### src/rtl/gray_conv_scheduler.sv
// gray_conv_scheduler: four requesters share one Gray-to-binary converter.
// A round-robin arbiter grants one requester per cycle into a single
// output register that has 1-cycle latency and full-throughput backpressure.
// Optional feature macro: GRAY_STEP_CHECK_EN. When it is defined, the block
// keeps a per-requester Gray history and flags words that jump by more than
// one bit on out_err.
module gray_conv_scheduler #(
    parameter int W = 4
) (
    input  logic           clk,
    input  logic           rst_n,
    input  logic [3:0]     req_valid,
    input  logic [4*W-1:0] req_gray,
    output logic [3:0]     req_ready,
    output logic           out_valid,
    input  logic           out_ready,
    output logic [W-1:0]   out_bin,
    output logic [1:0]     out_id,
    output logic           out_err
);

    logic [3:0][W-1:0] lane_gray;
    logic [1:0]        last_ptr;
    logic [3:0]        grant;
    logic [1:0]        win_id;
    logic [W-1:0]      win_gray;
    logic              can_accept;
    logic              xfer;

    assign lane_gray = req_gray;

    function automatic logic [W-1:0] gray2bin(input logic [W-1:0] g);
        logic [W-1:0] b;
        b[W-1] = g[W-1];
        for (int k = W - 2; k >= 0; k--) b[k] = b[k+1] ^ g[k];
        return b;
    endfunction

    // Round-robin search that starts just after the last granted requester.
    always_comb begin
        logic       found;
        logic [1:0] idx;
        grant  = '0;
        win_id = 2'd0;
        found  = 1'b0;
        idx    = 2'd0;
        for (int k = 1; k <= 4; k++) begin
            idx = last_ptr + 2'(k);
            if (!found && req_valid[idx]) begin
                grant[idx] = 1'b1;
                win_id     = idx;
                found      = 1'b1;
            end
        end
    end

    // Grants are gated by output-slot space and by reset, so nothing is
    // accepted while rst_n is low.
    always_comb begin
        can_accept = !out_valid || out_ready;
        req_ready  = (rst_n && can_accept) ? grant : 4'b0000;
        xfer       = |req_ready;
        win_gray   = lane_gray[win_id];
    end

    // Output register: load on transfer, drain on out_ready, otherwise hold.
    always_ff @(posedge clk) begin
        if (!rst_n) begin
            out_valid <= 1'b0;
            out_bin   <= '0;
            out_id    <= 2'd0;
            last_ptr  <= 2'd3;
        end else if (xfer) begin
            out_valid <= 1'b1;
            out_bin   <= gray2bin(win_gray);
            out_id    <= win_id;
            last_ptr  <= win_id;
        end else if (out_ready) begin
            out_valid <= 1'b0;
        end
    end

`ifdef GRAY_STEP_CHECK_EN
    localparam logic [W-1:0] ONE = W'(1);

    logic [3:0][W-1:0] hist;
    logic [3:0]        seen;
    logic [W-1:0]      diff;
    logic              step_err;
    logic              err_q;

    // More than one differing bit means diff is not zero and not a power of two.
    always_comb begin
        diff     = hist[win_id] ^ win_gray;
        step_err = seen[win_id] && ((diff & (diff - ONE)) != '0);
    end

    // Per-requester history updates only on that requester's transfer.
    always_ff @(posedge clk) begin
        if (!rst_n) begin
            hist  <= '0;
            seen  <= '0;
            err_q <= 1'b0;
        end else if (xfer) begin
            hist[win_id] <= win_gray;
            seen[win_id] <= 1'b1;
            err_q        <= step_err;
        end
    end

    assign out_err = err_q;
`else
    assign out_err = 1'b0;
`endif

endmodule

### config.mk
export PLATFORM = sky130hd
export DESIGN_NAME = gray_conv_scheduler
export DESIGN_NICKNAME = d
export VERILOG_FILES = /design/src/rtl/gray_conv_scheduler.sv
export SDC_FILE = /design/constraint.sdc
export NUM_CORES = 1
export LEC_CHECK = 0
export ABC_AREA = 1
export BUFFER_PORTS_ARGS = -buffer_cell sky130_fd_sc_hd__buf_2
export CORE_ASPECT_RATIO = 0.6
export CORE_MARGIN = 5
export CORE_UTILIZATION = 40
export CTS_CLUSTER_SIZE = 30
export DETAILED_ROUTE_END_ITERATION = 8
export PLACE_DENSITY = 0.65
export SYNTH_ARGS = -nofsm -noshare
export SYNTH_HDL_FRONTEND = slang
export SYNTH_SLANG_ARGS = --single-unit
### constraint.sdc
create_clock -name clk -period 4.63 [get_ports clk]
set_input_delay 0.926 -clock clk [delete_from_list [all_inputs] [get_ports clk]]
set_output_delay 0.926 -clock clk [all_outputs]
set_load 0.02 [all_outputs]
# Word level (Yosys, flattened, before mapping)
# Index checks and enable logic that the tools add are counted.
[op_classes]
addsub = 3
mul = 0
div_mod_pow = 0
n_lt_le_gt_ge = 9
n_eq_ne = 0
shifts = 0
muxes = 32
bitwise = 6
reduce_logical = 15
[ops]
columns = ["operator", "count"]
rows = [
  ["two-way mux 4 bit", 6],
  ["< comparator 2 x 3 -> 1 bit (second input constant)", 5],
  ["two-way mux 1 bit", 13],
  ["bitwise OR 4 bit", 3],
  ["binary-select mux 1 bit (select 2 bit)", 4],
  ["binary-select mux 4 bit (select 2 bit)", 1],
  ["demux 1 bit (select 2 bit)", 4],
  ["greater-or-equal comparator 2 x 1 -> 1 bit (second input constant)", 4],
  ["logical AND 1 bit", 8],
  ["two-way mux 2 bit", 4],
  ["adder 2 bit (second input constant)", 2],
  ["zero test 1 bit", 4],
  ["OR reduction 4 bit", 1],
  ["XOR 1 bit", 3],
  ["adder 2 x 1 -> 2 bit (second input constant)", 1],
  ["nonzero test 2 bit", 1],
  ["logical OR 1 bit", 1],
]
[totals]
reg_bits = 9
latchBits = 0
mem_bits_rw = 0
romBits = 0
input_bits = 23
out_inout_bits = 12
mem_count = 0

# Logic depth before layout (Yosys ltp)
# Gate-level depths: netlist of the first run.
[logic_depth]
word_depth = 18
depth_mapped = 22
depth_no_buf = 21

# Least setup slack after synthesis of the first run
# Ideal clock, no wire load.
[synth_path]
path_kind = "input to output"
from = "input req_valid[2]"
to = "output req_ready[0]"
arrival_time_ps = 1919
t_required_ps = 3704
setup_slack_ps = 1785
cell_stages = 9
path_buffers = 0
path_cell_list = "inv_1 > nand2_1 > nand3_2 > nand2_4 > nor2_8 > nand3_4 > o211ai_1 > nand2_1 > inv_1"
[synth_via]
elab_chain_len = 13
[synth_rtl]
columns = ["element", "line", "text"]
rows = [
  ["start: declaration", "12", "input logic [3:0] req_valid,"],
  ["binary-select mux 1 bit (select 2 bit)", "49", "if (!found && req_valid[idx]) begin"],
  ["two-way mux 1 bit (implied by the code)", "49", ""],
  ["two-way mux 1 bit", "49", ""],
  ["zero test 1 bit", "49", ""],
  ["logical AND 1 bit", "49", ""],
  ["two-way mux 1 bit", "49", ""],
  ["zero test 1 bit", "49", ""],
  ["logical AND 1 bit", "49", ""],
  ["two-way mux 1 bit", "49", ""],
  ["zero test 1 bit", "49", ""],
  ["logical AND 1 bit", "49", ""],
  ["two-way mux 4 bit (*)", "49", ""],
  ["two-way mux 4 bit (*)", "61", "req_ready = (rst_n && can_accept) ? grant : 4'b0000;"],
  ["end: declaration", "14", "output logic [3:0] req_ready,"],
]
# Every way passes the cells marked *; elsewhere a longest branch is shown, timed or not. The select of a mux whose other input is x is not followed.

# Final worst setup path of the first run
[layout_path]
from = "register last_ptr[1]"
to = "output req_ready[0]"
[layout_via]
elab_chain_len = 14
[layout_rtl]
columns = ["element", "line", "text"]
rows = [
  ["start: declaration", "23", "logic [1:0] last_ptr;"],
  ["start signal: assignment", "77", "last_ptr <= win_id;"],
  ["parallel branches: the longest is 12 deep, another holds < comparator 2 x 3 -> 1 bit", "n/a", ""],
  ["two-way mux 4 bit (*)", "49", ""],
  ["two-way mux 4 bit (*)", "61", ""],
]
# Every way passes the cells marked *. The select of a mux whose other input is x is not followed.

==> metrics.md, run 1 <==
| Metric | Value |
|---|---|
| Run status | `finished clean` |
| RSZ-0062 raised after global routing | `no` |
| Routability Congestion | `0.809` |
| Switching Fraction | `0.594` |
| I/O pin total | `35` |
| PD cells | `882 mW/mm²` |
| Post-CTS Resized | `0` |
| Largest net degree at the start of global routing | `13` |
| Final Hold Viols | `0` |
| Ratio of cells with drive above 1 in the final layout | `0.286` |
| Clk_skew | `approximately 0.0044 ns` |
| FILL cells | `291` |
| H-Tree Depth | `1` |
| Final cell count without fillers | `251` |
| Register bit total from synthesis | `9` |
| Post-route ant nets | `0` |
| Wire length per cell | `10.7 µm` |
| FP Rows | `15` |
| Nets | `249` |
| Part of the power in registers | `0.107` |
| Top-area cell type share of the netlist area | `0.214` |
| Yosys warnings | `0` |
| Max cap viols | `0` |
| Worst-path cell chain | `inv_2 -> ha_1 -> inv_1 -> nand3_2 -> nand2_4 -> nor2_8 -> nand3_4 -> o211ai_1 -> nand2_1 -> inv_1 -> buf_2` |
| Internal power | `~490 µW` |
| Antenna Cells | `0` |
| WP buf/inv | `4` |
| Post-CTS Setup Bufs | `0` |
| Remaining Overflow, GRT | `0` |
| FF+latch area | `180 µm²` |
| Critical path peak fanout | `8` |
| Residual DRC | `0` |
| Initial antenna violation count | `0` |
| Initial DRT Pass Iterations | `4` |
| Count of cell types in the netlist | `30` |
| Starting DRT DRC Count | `53` |
| Netlist Area Pre-Place | `0.00114 mm²` |
| P_leak | `0.000786 µW` |
| TNS Setup | `0 ns` |
| CTS tree | `yes` |
| Total track usage | `0.134` |
| Slowest cell on crit path | `dfxtp_1` |
| Via count | `1,192` |
| Reg clk slew, reported paths | `0.05 ns` |
| Crit share post-route | `0.723` |
| Worst min path class | `reg2reg` |
| Final Max Slew Viols | `0` |
| Post-synth net total | `213` |
| Placed Instances | `247` |
| Most used cell, CP | `inv_1` |
| Cell taking the most area after synthesis | `nand2_1` |
| Port bufs | `33` |
| Core ar. | `0.00280 mm²` |
| Endpoints failing setup | `0` |
| Final wirelength | `between 2000 and 3000 µm` |
| Post-DR vias/cell | `4.75` |
| Area of the multi-input gates | `828 µm²` |
| Die width | `79.0 µm` |
| Die Span Y | `51.4 µm` |
| Vias in the first global route | `1,023` |
| Clock power frac | `0.076` |
| Clock sink count | `9` |
| First-pass GRT wire length | `4410 µm` |
| Inserted Clock Buffers | `3` |
| Reg2Reg Setup Slack | `1.79 ns` |
| Post-route minimum period | `around 3.3 ns` |
| Worst setup EP type | `primary output` |
| CP startpoint kind | `register` |
| Final Hold Slack | `roughly 0.47 ns` |
| Hold_buf cts | `0` |
| Peak VDD IR | `0.000394 V` |
| CP required | `3.70 ns` |
| Avg Inst Size Synth | `6.28 µm²` |
| Dominant cells by area after synthesis | `nand2_1 21%, dfxtp_1 16%, ha_1 8.8%` |
| Max stage delay on crit path | `0.49 ns` |
| HPWL Detailed | `2190 µm` |
| Mapped Cells | `182` |
| Max Buffers Root-to-Sink | `2` |
| F_max | `roughly 0.30 GHz` |
| Critical path class | `reg2out` |
| Starting Density | `0.409` |
| Root Driver | `clkbuf_8` |
| Psw | `722 µW` |
| Final core utilization | `0.493` |
| Die Area | `0.00406 mm²` |
| Clock Latency Late Sink | `0.24 ns` |
| Comb pwr share | `0.816` |
| CP delay by family, top | `simple AND/OR/NAND/NOR gates` |
| Seq/Total Area, Yosys | `0.158` |
| Area delta synth->final | `20.7%` |
| Data arrival time of the worst path | `2.42 ns` |
[cell families (layout without fill, tap and decap cells)]
kind of cell,count (synthesis),count (layout),share of synthesized area
other,1,1,0.00328
AO/OA/AOI/OAI,26,26,0.141
AND/OR/NAND/NOR,107,107,0.493
adder cells (fa/ha/maj),8,8,0.0876
flip-flops,9,9,0.158
buffers and inverters,31,66,0.117
[layer usage]
metal,part of all wire,GRT usage
met3,0.055,0.0405
met4,0.011,0.0257
met5,0,0
met1,0.56,0.207
met2,0.37,0.179
[final timing paths]
kind                from           end  cells past startpoint
max reg2reg  last_ptr[1]     out_id[1]                     15
min reg2reg    out_id[0]     out_id[0]                      2
max          last_ptr[1]  req_ready[0]                     11
min            out_id[0]     out_id[0]                      2
[layout by cell type (no fill, tap or decap)]
cell      instances
a21boi_0          1
a21oi_1           7
a21oi_4           1
a22oi_1           1
a31oi_1           1
buf_2            33
buf_4             1
clkbuf_1          1
clkbuf_8          3
conb_1            1
dfxtp_1           9
ha_1              8
inv_1            21
inv_2             6
inv_6             1
nand2_1          65
nand2_2           2
nand2_4           5
nand3_1          18
nand3_2           4
nand3_4           1
nand3b_1          1
nand4_1           2
nand4_4           1
nor2_1            5
nor2_4            2
nor2_8            1
o211ai_1          4
o21ai_0           7
o21ai_1           3
o21ai_2           1
[worst register-to-register path, delay by kind of cell (launching register included)]
kind	cells	cell delay, ns
simple gates	6	0.90
buf+inv	4	0.59
compound gates	4	0.41
fa+ha+maj	1	0.37
flops	1	0.49
[synthesized netlist by cell type (all sizes together)]
| cell type | number |
|---|---|
| ha | 8 |
| conb | 1 |
| nand4 | 3 |
| o211ai | 4 |
| a21oi | 8 |
| buf | 3 |
| inv | 28 |
| a31oi | 1 |
| nand2 | 72 |
| dfxtp | 9 |
| nand3 | 23 |
| o21ai | 11 |
| a22oi | 1 |
| nand3b | 1 |
| nor2 | 8 |
| a21boi | 1 |
[through the flow]
step / setup WS [ns] / area (µm²) / total power [µW]
2_1_floorplan: 1.79 / 1140 / 938
3_3_place_gp: 1.47 / 1330 / 1130
3_5_place_dp: 1.48 / 1330 / 1120
4_1_cts: 1.28 / 1380 / 1220
5_1_grt: 1.06 / 1380 / 1360
6_report: 1.28 / 1380 / 1220
[flip-flops by register name, summed over array words and instances (netlist names)]
| register | cells |
|---|---|
| out_bin | 4 |
| last_ptr | 2 |
| out_id | 2 |
| out_valid | 1 |
[power by group through the flow]
stage / logic (µW) / clock network, µW / registers, µW
after floorplan: 778 / 0 / 161
after global placement: 1000 / 0 / 132
after detailed placement: 987 / 0 / 132
after CTS: 994 / 94.8 / 131
after global routing: 1130 / 99.1 / 134
final: 992 / 93.0 / 131
[area by class of cell]
cell class / count / area share
multi-input combinational: 142 / 0.601
tap: 34 / 0.0309
sequential: 9 / 0.131
inverter: 28 / 0.0799
clock buffer: 4 / 0.0327
timing repair buffer: 34 / 0.125
No activity file was read; power rests on OpenSTA's default activity.
==> run 2: changes to the inputs <==
PLACE_DENSITY = 0.67   (was 0.65)
clock period = 3 ns   (was 4.63 ns; I/O delays follow)
==> run 2 against run 1 <==
Sequential cell count stayed put; cell count increased by 0.40%; worst hold slack got worse by 0.0038 ns; clock-buffer cell count did not move; critical endpoint unchanged; largest power group unchanged; routed wire length up 2.5%; clock skew down 0.0029 ns; global-route usage up 0.49 points.
==> metrics.md, run 2 (synthesis results as in run 1) <==
| Metric | Value |
|---|---|
| Run status | `finished clean (unchanged)` |
| Initial DRT Pass Iterations | `4 (unchanged)` |
| Post-CTS Setup Bufs | `0 (unchanged)` |
| F_max | `0.358 GHz` |
| Max Buffers Root-to-Sink | `2 (unchanged)` |
| Total track usage | `0.139 (was 0.134)` |
| Worst Hold End | `out_id[1] (was out_id[0])` |
| Reg2Reg Setup Slack | `0.52 ns (was 1.79 ns)` |
| Wire length per cell | `11.0 µm (was 10.7 µm)` |
| P_leak | `0.000788 µW (was 0.000786 µW)` |
| H-Tree Depth | `1 (unchanged)` |
| Final Max Slew Viols | `0 (unchanged)` |
| Hold_buf cts | `0 (unchanged)` |
| Final wirelength | `2770 µm (was 2700 µm)` |
| Worst r2r dst | `out_bin[0] (was out_id[1])` |
| Post-route ant nets | `0 (unchanged)` |
| Endpoints failing setup | `0 (unchanged)` |
| Worst-path cell chain | `inv_2 -> ha_4 -> inv_1 -> nand3_2 -> nand2_4 -> nor2_8 -> nand3_4 -> o211ai_1 -> nand2_1 -> inv_1 -> buf_2 (was inv_2 -> ha_1 -> inv_1 -> nand3_2 -> nand2_4 -> nor2_8 -> nand3_4 -> o211ai_1 -> nand2_1 -> inv_1 -> buf_2)` |
| Routability Congestion | `0.852 (was 0.809)` |
| Vias in the first global route | `1,020 (was 1,023)` |
| Inserted Clock Buffers | `3 (unchanged)` |
| Psw | `1140 µW (was 722 µW)` |
| FILL cells | `287 (was 291)` |
| Largest Register | `out_bin (unchanged)` |
| Comb pwr share | `0.820 (was 0.816)` |
| Crit share post-route | `0.930` |
| Initial antenna violation count | `0 (unchanged)` |
| Port bufs | `33 (unchanged)` |
| Critical path class | `reg2out (unchanged)` |
| Clock power frac | `0.073 (was 0.076)` |
| Slowest cell on crit path | `dfxtp_2 (was dfxtp_1)` |
| PD cells | `1380 mW/mm² (was 882 mW/mm²)` |
| HPWL Detailed | `2250 µm (was 2190 µm)` |
| FP Rows | `15 (unchanged)` |
| Clock sink count | `9 (unchanged)` |
| Data arrival time of the worst path | `2.19 ns (was 2.42 ns)` |
| TNS Setup | `0 ns (unchanged)` |
| Area delta synth->final | `22.8% (was 20.7%)` |
| CP required | `2.40 ns (was 3.70 ns)` |
| Hold path cells | `2 (unchanged)` |
| Most used cell, CP | `inv_1 (unchanged)` |
| Biggest regs | `out_bin: 4 flops, last_ptr: 2 flops, out_id: 2 flops (unchanged)` |
| Post-route minimum period | `2.79 ns` |
| Die width | `79.0 µm (unchanged)` |
| CTS tree | `yes (unchanged)` |
| Die Area | `0.00406 mm² (unchanged)` |
| Antenna Cells | `0 (unchanged)` |
| Worst setup EP type | `primary output (unchanged)` |
| Nets | `250 (was 249)` |
| Core ar. | `0.00280 mm² (unchanged)` |
| Residual DRC | `0 (unchanged)` |
| Clk_skew | `0.00155 ns (was 0.00442 ns)` |
| Root Driver | `clkbuf_8 (unchanged)` |
| Worst Hold Launch | `out_id[1] (was out_id[0])` |
| Internal power | `795 µW (was 493 µW)` |
| Critical Path Start | `last_ptr[1] (unchanged)` |
| Starting Density | `0.409 (unchanged)` |
| Die Span Y | `51.4 µm (unchanged)` |
| Critical path peak fanout | `8 (unchanged)` |
| Worst Reg-to-Reg Cells | `21 (was 15)` |
| Max stage delay on crit path | `0.40 ns (was 0.49 ns)` |
| I/O pin total | `35 (unchanged)` |
| FF-to-FF Start | `last_ptr[1] (unchanged)` |
| Post-DR vias/cell | `4.64 (was 4.75)` |
| Peak VDD IR | `0.000575 V (was 0.000394 V)` |
| Commonest non-fill, non-tap cell in the layout | `nand2_1 (unchanged)` |
| Via count | `1,169 (was 1,192)` |
| CP startpoint kind | `register (unchanged)` |
| RSZ-0062 raised after global routing | `no (unchanged)` |
| Reg clk slew, reported paths | `0.05 ns (about the same)` |
| Largest net degree at the start of global routing | `12 (was 13)` |
| Area post-placement | `0.00134 mm² (was 0.00133 mm²)` |
| Remaining Overflow, GRT | `0 (unchanged)` |
| Final Hold Viols | `0 (unchanged)` |
| Clock Latency Late Sink | `0.23 ns (was 0.24 ns)` |
| Switching Fraction | `0.588 (was 0.594)` |
| Starting DRT DRC Count | `77 (was 53)` |
| Most frequent cells in the layout | `64 x nand2_1, 33 x buf_2, 21 x inv_1 (was 65 x nand2_1, 33 x buf_2, 21 x inv_1)` |
| Ratio of cells with drive above 1 in the final layout | `0.303 (was 0.286)` |
| Max FFs per register | `4 (unchanged)` |
| Worst min path class | `reg2reg (unchanged)` |
| Max cap viols | `0 (unchanged)` |
| Part of the power in registers | `0.106 (was 0.107)` |
| Post-route cell area | `0.00140 mm² (was 0.00138 mm²)` |
| First-pass GRT wire length | `4510 µm (was 4410 µm)` |
run 2: cell count changes in the layout (fill, tap and decap cells not counted), sizes merged:
cell / before / now
buf: 34 / 35
run 2: what timing repair did:
action	in CTS	in global routing
endpoints found under the setup margin	0	6
gates resized for setup	0	5
endpoints found under the hold margin	0	0
run 2: layout make-up:
type	instances	area (µm²)	area share
well taps	34	42.5	0.0303
repair buffers	35	180	0.128
flip-flops and latches	9	181	0.129
multi-input cells	142	843	0.601
clock buffers	4	45.0	0.0321
inverters	28	110	0.0785
run 2: routing by layer:
metal | global-route usage | part of all wire | up-vias
met4 | 0.0429 | 0.0069 | 0
li1 | - | - | 653
met5 | 0 | 0 | -
met1 | 0.224 | 0.57 | 485
met2 | 0.180 | 0.37 | 29
met3 | 0.0211 | 0.052 | 2
run 2: worst max-delay path by stage:
stage,endpoint,slack (ns),cells after the start
3_5_place_dp,req_ready[0],0.27,11
6_report,req_ready[0],0.21,11
2_1_floorplan,req_ready[0],0.53,11
5_1_grt,req_ready[1],0.05,13
4_1_cts,req_ready[0],0.009,11
3_3_place_gp,req_ready[2],0.32,11
run 2: critical path: cells and delay by family (launching register included):
| family | cells | cell delay (ns) |
|---|---|---|
| buffers and inverters | 4 | 0.41 |
| AO/OA/AOI/OAI | 1 | 0.19 |
| flip-flops | 1 | 0.40 |
| AND/OR/NAND/NOR | 5 | 0.63 |
| adder cells (fa/ha/maj) | 1 | 0.31 |
run 2: power by group through the flow:
stage,clock network (µW),registers [µW],logic (µW)
finish,142,205,1580
detailed placement,0,206,1550
global placement,0,205,1560
CTS,146,204,1560
floorplan,0,248,1200
global route,149,210,1800
run 2: stage by stage:
step	util	setup slack, ns	instances	total power, µW	hold WS [ns]
after floorplan	-	0.533	182	1450	0.536
after global placement	0.480	0.325	248	1770	0.461
after detailed placement	0.480	0.269	248	1750	0.453
after CTS	0.496	0.00884	252	1910	0.467
after global routing	0.502	0.0500	252	2160	0.474
final	0.502	0.210	252	1930	0.464
==> run 3: changes to the inputs <==
CTS_BUF_LIST = sky130_fd_sc_hd__clkbuf_4 sky130_fd_sc_hd__clkbuf_8   (was not set)
==> run 3 against run 2 <==
Fmax grew 0.13%; global-route usage grew 0.075 points; setup slack gained 0.0037 ns; cell count is the same; clock-buffer cell count is the same.
==> metrics.md, run 3 (synthesis results as in run 1) <==
| Metric | Value |
|---|---|
| Vias in the first global route | `1,022 (was 1,020)` |
| Final Max Slew Viols | `0 (unchanged)` |
| Initial antenna violation count | `0 (unchanged)` |
| Inserted Clock Buffers | `3 (unchanged)` |
| Antenna Cells | `0 (unchanged)` |
| Die width | `79.0 µm (unchanged)` |
| Post-DR vias/cell | `4.65 (was 4.64)` |
| Psw | `1130 µW (was 1140 µW)` |
| FP Rows | `15 (unchanged)` |
| Critical path class | `reg2out (unchanged)` |
| H-Tree Depth | `1 (unchanged)` |
| First-pass GRT wire length | `4510 µm (unchanged)` |
| Nets | `250 (unchanged)` |
| Max Buffers Root-to-Sink | `2 (unchanged)` |
| Clock sink count | `9 (unchanged)` |
| Core ar. | `0.00280 mm² (unchanged)` |
| Met1 Use GR | `0.223 (was 0.224)` |
| Starting DRT DRC Count | `67 (was 77)` |
| Reg clk slew, reported paths | `0.04 ns (was 0.05 ns)` |
| Post-route ant nets | `0 (unchanged)` |
| Ratio of cells with drive above 1 in the final layout | `0.307 (was 0.303)` |
| Clock power frac | `0.076 (was 0.073)` |
| Crit share post-route | `0.929 (was 0.930)` |
| Total track usage | `0.140 (was 0.139)` |
| Commonest non-fill, non-tap cell in the layout | `nand2_1 (unchanged)` |
| HPWL Detailed | `2250 µm (unchanged)` |
| CP startpoint kind | `register (unchanged)` |
| Remaining Overflow, GRT | `0 (unchanged)` |
| Worst min path class | `reg2reg (unchanged)` |
| CP required | `2.40 ns (about the same)` |
| CTS tree | `yes (unchanged)` |
| Max cap viols | `0 (unchanged)` |
| Grt met3 use | `0.0211 (unchanged)` |
| I/O pin total | `35 (unchanged)` |
| Wire length per cell | `10.9 µm (was 11.0 µm)` |
| Post-route cell area | `0.00141 mm² (was 0.00140 mm²)` |
| Initial DRT Pass Iterations | `4 (unchanged)` |
| GR peak layer | `met1 (unchanged)` |
| Post-CTS Setup Bufs | `0 (unchanged)` |
| Comb pwr share | `0.818 (was 0.820)` |
| Routability Congestion | `0.852 (unchanged)` |
| Largest net degree at the start of global routing | `12 (unchanged)` |
| Worst setup EP type | `primary output (unchanged)` |
| Post-route minimum period | `2.79 ns (about the same)` |
| Die Span Y | `51.4 µm (unchanged)` |
| Area delta synth->final | `23.1% (was 22.8%)` |
| Data arrival time of the worst path | `2.19 ns (about the same)` |
| F_max | `0.359 GHz (was 0.358 GHz)` |
| Starting Density | `0.409 (unchanged)` |
| Port bufs | `33 (unchanged)` |
| Die Area | `0.00406 mm² (unchanged)` |
| Final Hold Viols | `0 (unchanged)` |
| Endpoints failing setup | `0 (unchanged)` |
| Switching Fraction | `0.585 (was 0.588)` |
| Run status | `finished clean (unchanged)` |
| P_leak | `0.000791 µW (was 0.000788 µW)` |
| Residual DRC | `0 (unchanged)` |
| Peak VDD IR | `0.000609 V (was 0.000575 V)` |
| Most frequent cells in the layout | `64 x nand2_1, 33 x buf_2, 21 x inv_1 (unchanged)` |
| TNS Setup | `0 ns (unchanged)` |
| Internal power | `803 µW (was 795 µW)` |
| Largest Register | `out_bin (unchanged)` |
| Via count | `1,173 (was 1,169)` |
| Final wirelength | `2750 µm (was 2770 µm)` |
| Met2 Use GR | `0.180 (unchanged)` |
| Biggest regs | `out_bin: 4 flops, last_ptr: 2 flops, out_id: 2 flops (unchanged)` |
| Critical path peak fanout | `8 (unchanged)` |
| Clk_skew | `0.00128 ns (was 0.00155 ns)` |
| Max FFs per register | `4 (unchanged)` |
| Area post-placement | `0.00134 mm² (unchanged)` |
| Part of the power in registers | `0.106 (about the same)` |
| Root Driver | `clkbuf_8 (unchanged)` |
| PD cells | `1380 mW/mm² (about the same)` |
| RSZ-0062 raised after global routing | `no (unchanged)` |
| Final Hold Slack | `0.461 ns (was 0.464 ns)` |
| Clock Latency Late Sink | `0.23 ns (about the same)` |
## run 3: cell counts in the layout (fill, tap and decap cells not counted)
No cell type changed its count.
## run 3: layout make-up
type / count / area [µm²]
sequential: 9 / 181
inverter: 28 / 110
tap: 34 / 42.5
timing repair buffer: 35 / 180
multi-input combinational: 142 / 843
fill: 284 / 1390
clock buffer: 4 / 48.8
## run 3: timing repair
item | CTS | global route
gates resized for setup | 0 | 5
hold buffers | 0 | 0
endpoints found under the setup margin | 0 | 6
## run 3: path summary, 6_finish.rpt
check                                  from           end  slack (ns)  depth (start not counted)
worst min-delay path              out_id[1]     out_id[1]        0.46                          2
worst min register to register    out_id[1]     out_id[1]        0.46                          2
worst max-delay path            last_ptr[1]  req_ready[0]        0.21                         11
worst max register to register  last_ptr[1]    out_bin[0]        0.52                         21
## run 3: power by group through the flow
stage / Clock (µW) / Sequential (µW) / Combinational [µW]
2_1_floorplan: 0 / 248 / 1200
5_1_grt: 159 / 210 / 1800
3_3_place_gp: 0 / 205 / 1560
4_1_cts: 152 / 204 / 1560
3_5_place_dp: 0 / 206 / 1550
6_report: 147 / 205 / 1590
## run 3: worst max-delay path, cell delays in order, from the launching register on
cell and delay [ns]:
dfxtp_2 0.40, inv_2 0.12, ha_4 0.31, inv_1 0.06, nand3_2 0.09, nand2_4 0.11, nor2_8 0.20, nand3_4 0.13
o211ai_1 0.19, nand2_1 0.10, inv_1 0.08, buf_2 0.16
## run 3: routing by layer
layer  part of all wire  routed length [µm]
met1               0.56                1540
met2               0.36                1000
met3              0.061                 167
met4              0.014                  38
met5                  0                   0
## run 3: per-stage QoR
stage                      util  total power [µW]  worst slack [ns]  cells
after floorplan               -              1450             0.533    182
after global placement    0.480              1770             0.325    248
after detailed placement  0.480              1750             0.269    248
after CTS                 0.497              1910            0.0115    252
after global routing      0.503              2170            0.0477    252
final                     0.503              1940             0.214    252
